File: config.mk
export PLATFORM = sky130hd
export DESIGN_NAME = gpio_int_ctrl
export DESIGN_NICKNAME = d
export VERILOG_FILES = /design/src/rtl/gpio_int_ctrl.sv
export SDC_FILE = /design/constraint.sdc
export NUM_CORES = 1
export LEC_CHECK = 0
export ABC_AREA = 1
export BUFFER_PORTS_ARGS = -buffer_cell sky130_fd_sc_hd__buf_2
export CORE_MARGIN = 2
export CORE_UTILIZATION = 45
export DETAILED_ROUTE_END_ITERATION = 8
export GPL_TIMING_DRIVEN = 0
export PLACE_DENSITY = 0.73
export SLEW_MARGIN = 0
export SYNTH_ARGS = -nofsm -noshare
export SYNTH_HDL_FRONTEND = slang
export SYNTH_SLANG_ARGS = --single-unit
File: constraint.sdc
create_clock -name Clk -period 4.03 [get_ports Clk]
set_input_delay 0.6045 -clock Clk [delete_from_list [all_inputs] [get_ports Clk]]
set_output_delay 0.6045 -clock Clk [all_outputs]
set_load 0.005 [all_outputs]
File: src/rtl/gpio_int_ctrl.sv
// gpio_int_ctrl: folds the GPIO bank's sticky interrupt status into one processor Irq,
// with a priority vector on acknowledge and a one-cycle per-line clear pulse on EOI.
module gpio_int_ctrl #(
    parameter int HOLDOFF = 4
) (
    input  logic        Clk,
    input  logic        Reset,
    input  logic [2:0]  Addr,
    output logic [15:0] DataRd,
    input  logic [15:0] DataWr,
    input  logic        En,
    input  logic        Rd,
    input  logic        Wr,
    input  logic [7:0]  IntStatus,
    output logic [7:0]  IntReset,
    output logic        Irq
);

    typedef enum logic [1:0] {
        IDLE      = 2'd0,
        ASSERT    = 2'd1,
        INSERVICE = 2'd2,
        CLEAR     = 2'd3
    } stateT;

    localparam logic [7:0] HOLD_LOAD = 8'(HOLDOFF);

    stateT      state;
    stateT      nextState;
    logic [7:0] enable;
    logic [7:0] pending;
    logic [7:0] hold;
    logic [7:0] holdDec;
    logic [7:0] intResetNext;
    logic [2:0] active;
    logic [2:0] vec;
    logic       pendingAny;
    logic       vecValid;
    logic       ackRd;
    logic       eoiWr;
    logic       enableWr;
    logic       irqNext;
    logic       unusedDataWr;

    // Bus handshake: an access is En together with Rd or Wr, sampled at a rising Clk edge.
    // There are no wait states; DataRd is combinational from En/Addr in the same cycle.
    assign pending      = IntStatus & enable;
    assign pendingAny   = |pending;
    assign ackRd        = En & Rd & (Addr == 3'd1);
    assign eoiWr        = En & Wr & (Addr == 3'd2);
    assign enableWr     = En & Wr & (Addr == 3'd0);
    assign vecValid     = (state == ASSERT) & pendingAny;
    assign holdDec      = (hold != 8'd0) ? hold - 8'd1 : 8'd0;
    assign unusedDataWr = ^DataWr[15:8];

    // Bit 0 has the highest priority, so scan from the top and let lower bits win.
    always_comb begin
        vec = 3'd0;
        for (int i = 7; i >= 0; i--) begin
            if (pending[i]) vec = 3'(i);
        end
    end

    always_ff @(posedge Clk or negedge Reset) begin
        if (!Reset) state <= IDLE;
        else        state <= nextState;
    end

    // The holdoff decrement taken on this edge counts, so Irq re-asserts HOLDOFF+1 cycles after the pulse.
    always_comb begin
        nextState = state;
        case (state)
            IDLE:      if (pendingAny && (holdDec == 8'd0)) nextState = ASSERT;
            ASSERT:    if (!pendingAny)                     nextState = IDLE;
                       else if (ackRd)                      nextState = INSERVICE;
            INSERVICE: if (eoiWr)                           nextState = CLEAR;
            CLEAR:                                          nextState = IDLE;
            default:                                        nextState = IDLE;
        endcase
    end

    always_comb begin
        irqNext      = (nextState == ASSERT);
        intResetNext = (nextState == CLEAR) ? (8'd1 << active) : 8'd0;
    end

    always_ff @(posedge Clk or negedge Reset) begin
        if (!Reset) begin
            enable   <= 8'd0;
            active   <= 3'd0;
            hold     <= 8'd0;
            Irq      <= 1'b0;
            IntReset <= 8'd0;
        end else begin
            Irq      <= irqNext;
            IntReset <= intResetNext;
            if (enableWr) enable <= DataWr[7:0];
            if ((state == ASSERT) && ackRd && pendingAny) active <= vec;
            if (state == CLEAR)     hold <= HOLD_LOAD;
            else if (state == IDLE) hold <= holdDec;
        end
    end

    always_comb begin
        DataRd = 16'h0000;
        if (En) begin
            case (Addr)
                3'd0:    DataRd = {8'h00, enable};
                3'd1:    DataRd = vecValid ? {8'h00, 1'b1, 4'b0000, vec} : 16'h0000;
                3'd3:    DataRd = {state, 3'b000, active, pending};
                default: DataRd = 16'h0000;
            endcase
        end
    end

endmodule

# --- After elaboration in Yosys (flattened, before gate mapping) ---
# Index checks and enable logic that the tools add are counted.
# Widths: inputs -> output; s select.
word_totals:
  in_bits: 32
  register_bits: 30
  out_inout_bits: 25
op_classes:
  addsub: 1
  bitwise_logic: 7
  eq_ne: 8
  reduce_logical: 9
  muxes: 20
  n_shift: 1
ops:
  columns: ["operator", "n"]
  rows:
  - ["$pmux 16 s3", 1]
  - ["$mux 8", 5]
  - ["$mux 3", 8]
  - ["$mux 16", 1]
  - ["$and 8x8->8", 1]
  - ["$logic_not 8->1", 1]
  - ["$mux 2", 4]
  - ["$pmux 2 s4", 1]
  - ["$reduce_bool 8->1", 1]
  - ["$reduce_or 8->1", 1]
  - ["$shl 1x3->8 const A", 1]
  - ["$sub 8x1->8 const B", 1]
  - ["$and 1x1->1", 6]
  - ["$eq 2x2->1 const B", 3]
  - ["$eq 3x2->1 const B", 2]
  - ["$eq 2x1->1 const B", 2]
  - ["$eq 3x1->1 const B", 1]
  - ["$logic_and 1x1->1", 3]
  - ["$logic_not 3->1", 1]
  - ["$logic_not 2->1", 1]
  - ["$reduce_bool 2->1", 1]

# --- Longest topological paths before layout ---
depth:
  word_depth: 12
  depth_mapped: 13
  mapped_depth_nobuf: 13

# --- Worst setup path before layout ---
# OpenSTA, ideal clock, no wires.
synth_path:
  path_kind: "in2out"
  from: "input port IntStatus[1]"
  to: "output port DataRd[1]"
  arrival_ps: 1402
  cell_stages: 10
  required_time_ps: 3425
  slack_ps: 2023
  cell_sequence: "nand2_1 > nand2_1 > nor2_1 > nand2_1 > nand2_1 > nor2_1 > inv_1 > o22ai_1 > a21oi_1 > nor2_1"
synth_via:
  elab_chain_cells: 6
  word_cells_on_any_way: 8
  classes_between: "mux: 5; bitwise: 2; reduce/logical: 1"
synth_lines:
  columns: ["element", "line", "text"]
  rows:
  - ["start, declared", "14", "input logic [7:0] IntStatus,"]
  - ["$and 8x8->8 *", "47", "assign pending = IntStatus & enable;"]
  - ["$reduce_or 8->1 or $mux 3 (tied branches)", "48, 60", null]
  - ["$and 1x1->1 or $mux 3 (tied branches)", "52, 60", null]
  - ["$mux 8", "109", "3'd1: DataRd = vecValid ? {8'h00, 1'b1, 4'b0000, vec} : 16'h0000;"]
  - ["$pmux 16 s3 *", "107", "case (Addr)"]
  - ["$mux 16 *", "106", "if (En) begin"]
  - ["end, declared", "9", "output logic [15:0] DataRd,"]
# Mark *: on every way between the ends. The rest lies on a longest branch, timed or not.

# --- Final worst setup path ---
layout_path:
  from: "input port Addr[0]"
  to: "output port DataRd[7]"
layout_via:
  elab_chain_cells: 3
  word_cells_on_any_way: 5
  classes_between: "eq/ne: 2; mux: 2; reduce/logical: 1"
layout_lines:
  columns: ["element", "line", "text"]
  rows:
  - ["start, declared", "8", "input logic [2:0] Addr,"]
  - ["$eq 3x2->1, or another cell as far along", "107", null]
  - ["$pmux 16 s3 *", "107", null]
  - ["$mux 16 *", "106", null]
# Marks and branches as above.

==> results.yml <==
run_status:
  status: "completed"
place:
  numPortBuffers: 45
  dpl.cell_count: 327
  dp_hpwl_um: 2990
  place_congestion: 0.886
timing:
  fmax_ghz: 0.403
  drv_slew: 0
  finalCritPeriodShare_pct: 61.6
  setup_viol_count_final: 0
  tns_ps: 0
  period_minus_slack_ps: 2480
  tightest_slew_ps: 662
  fin_worst_skew_ps: 4.59
  rsz0062_at_grt: "false"
  max_slew_margin_pct: 55.9
  hold_viol_final: 0
global_routing:
  grt_start_max_net_pins: 31
  grt_use_total_pct: 20.5
  grt_pass1_wl_um: 6690
  grt_overflow_total: 0
  antenna_found_initial: 0
  grt_pass1_vias: 1611
cts:
  cts_max_level: 2
  worstSkewPairLatency_ps: 290
  holdBufCountCts: 0
  cts_buffer_depth: 2
  cts_made_buffers: 5
  clock_sinks: 30
  postCtsSetupBuffers: 0
  root_buffer: "clkbuf_8"
  cts_resized: 0
  tritoncts: "done"
  path_clk_slew_ps: 70
worst_setup_path:
  timing.critical_path.mode_cell: "buf_2"
  critPathMaxFanout: 10
  cp-start-kind: "input port"
  crit_required_ps: 3430
  cp_slowest_cell: "nor3_2"
  end_kind: "output pin"
  crit_type: "input port to output pin"
  critical_path.cell_chain: "buf_2, nor3_2, o21ai_0, a31oi_1, buf_2"
  arrival_ps: 1880
  slowest_delay_ps: 540
  reg2reg_slack_ps: 2030
synthesis:
  yosysSeqAreaShare_pct: 42.3
  yosys_warnings: 0
  synth_top_cell_area_share_pct: 42.3
  netlist_instances: 232
  syn_area_um2: 1770
  avgSynthCellArea_um2: 7.64
  synthTopCellsByArea: "dfrtp_1 (42%), nand2_1 (12%), nor2_1 (7.4%)"
  yosysTopAreaCell: "dfrtp_1"
  ys_ff_latch: 30
  yosysUniqueCellTypes: 29
pwr:
  power.share.switching_pct: 40.8
  total_power_w: 0.00131
  internal_power_w: 0.000776
  p_leak_nw: 1.18
  ir_drop_mv: 0.287
  combPwrFrac_pct: 42.1
  p_seq_share_pct: 34.9
  p_clk_share_pct: 23.0
  p_sw_w: 0.000536
  power_density_nw_per_um2: 603
routing:
  via_count: 1634
  wirelength_um: 3840
  first_pass_iters: 4
  avgRoutedWirePerCell_um: 11.5
  viasPerCell: 4.88
  initialDrtViolationCount: 84
  post-route-drc-count: 0
  final_antenna_net_count: 0
cells_and_area:
  num-nets-final: 323
  drive_gt1_share_pct: 26.8
  final_util_pct: 58.5
  final_cell_mix: "nand2_1 (57), buf_2 (45), nor2_1 (35)"
  stdcell_count: 335
  syn_to_final_growth_pct: 22.7
  antenna_cells: 0
  mostFrequentLayoutCell: "nand2_1"
worst_hold_path:
  hold_path_class: "input port to async pin"
die:
  core_area_um2: 3720
  chipHeight_um: 66.8
  num_rows: 22
  initial_core_util_pct: 47.7
  die_area_um2: 4460
  pin_count: 57
  die-width_um: 66.8
job:
  max_cap_violations: 0
## power groups by stage
stage | Combinational, W | Sequential, W | Clock (W)
2_1_floorplan | 0.000436 | 0.000448 | 0
3_3_place_gp | 0.000540 | 0.000461 | 0
3_5_place_dp | 0.000556 | 0.000462 | 0
4_1_cts | 0.000559 | 0.000458 | 0.000305
5_1_grt | 0.000646 | 0.000474 | 0.000319
6_report | 0.000553 | 0.000458 | 0.000301
## cell families (layout without fill, tap and decap cells)
group / Yosys count / count (layout) / share of synthesized area, %
compound gates: 34 / 34 / 11.4
other cells: 1 / 3 / 0.212
buf+inv: 31 / 84 / 7.20
flops: 30 / 30 / 42.3
fa+ha+maj: 5 / 5 / 3.53
xor+xnor: 1 / 1 / 0.494
simple gates: 122 / 122 / 29.7
mux: 8 / 8 / 5.08
## Yosys cell counts
master	instances
o21bai_1	1
nand2_4	1
nand3_2	1
a31oi_1	2
mux2_2	8
nor2_4	1
o21ai_0	11
nand2_2	3
nor2_2	2
inv_1	26
o22ai_1	5
nor2b_1	1
o32ai_1	1
nor3_1	1
conb_1	1
inv_2	2
a21oi_2	1
ha_1	5
nand3_1	18
xor2_1	1
a21oi_1	11
dfrtp_1	30
nor4_1	1
a22oi_1	1
nor2_1	35
a21oi_4	1
nand2_1	57
nor3_2	1
buf_4	3
## registers in the layout (all words and copies together), names as in the netlist
register  flops
IntReset      8
Irq           1
active        3
enable        8
hold          8
state         2
## worst paths after layout
path / from / endpoint / cells after the start
setup / recovery: Addr[0] / DataRd[7] / 5
setup reg to reg: hold[0] / IntReset[0] / 12
max in group asynchronous: Reset / hold[0] / 1
min in group Clk: enable[1] / enable[1] / 1
hold / removal: Reset / IntReset[4] / 1
hold reg to reg: enable[1] / enable[1] / 1
## cell type report
type                       count  area [um2]
timing repair buffer          45         225
buffer                         3        22.5
tap                           48        60.1
inverter                      28         105
clock buffer                   5        68.8
multi-input combinational    173         902
clock inverter                 3        40.0
sequential                    30         751
fill                         359        1540
## layer usage
metal,vias to the layer above,part of all wire [%],track usage [%]
met5,-,0,0
met4,0,2.4,12.0
met3,8,5.0,5.07
met2,45,47,33.3
met1,731,46,24.4
li1,850,-,-
## through the flow
step | worst slack [ps] | instance area [um2] | hold WS, ps
after floorplan | 2020 | 1780 | 309
after global placement | 1550 | 2070 | 514
after CTS | 1560 | 2170 | 367
after detailed placement | 1570 | 2070 | 518
after global routing | 1450 | 2170 | 404
final | 1550 | 2170 | 340
## critical path: cells and delay by family
| kind | cells | cell delay, ps |
|---|---|---|
| simple gates | 1 | 540 |
| buf+inv | 2 | 260 |
| compound gates | 2 | 480 |
(Power assumes the default switching activity.)
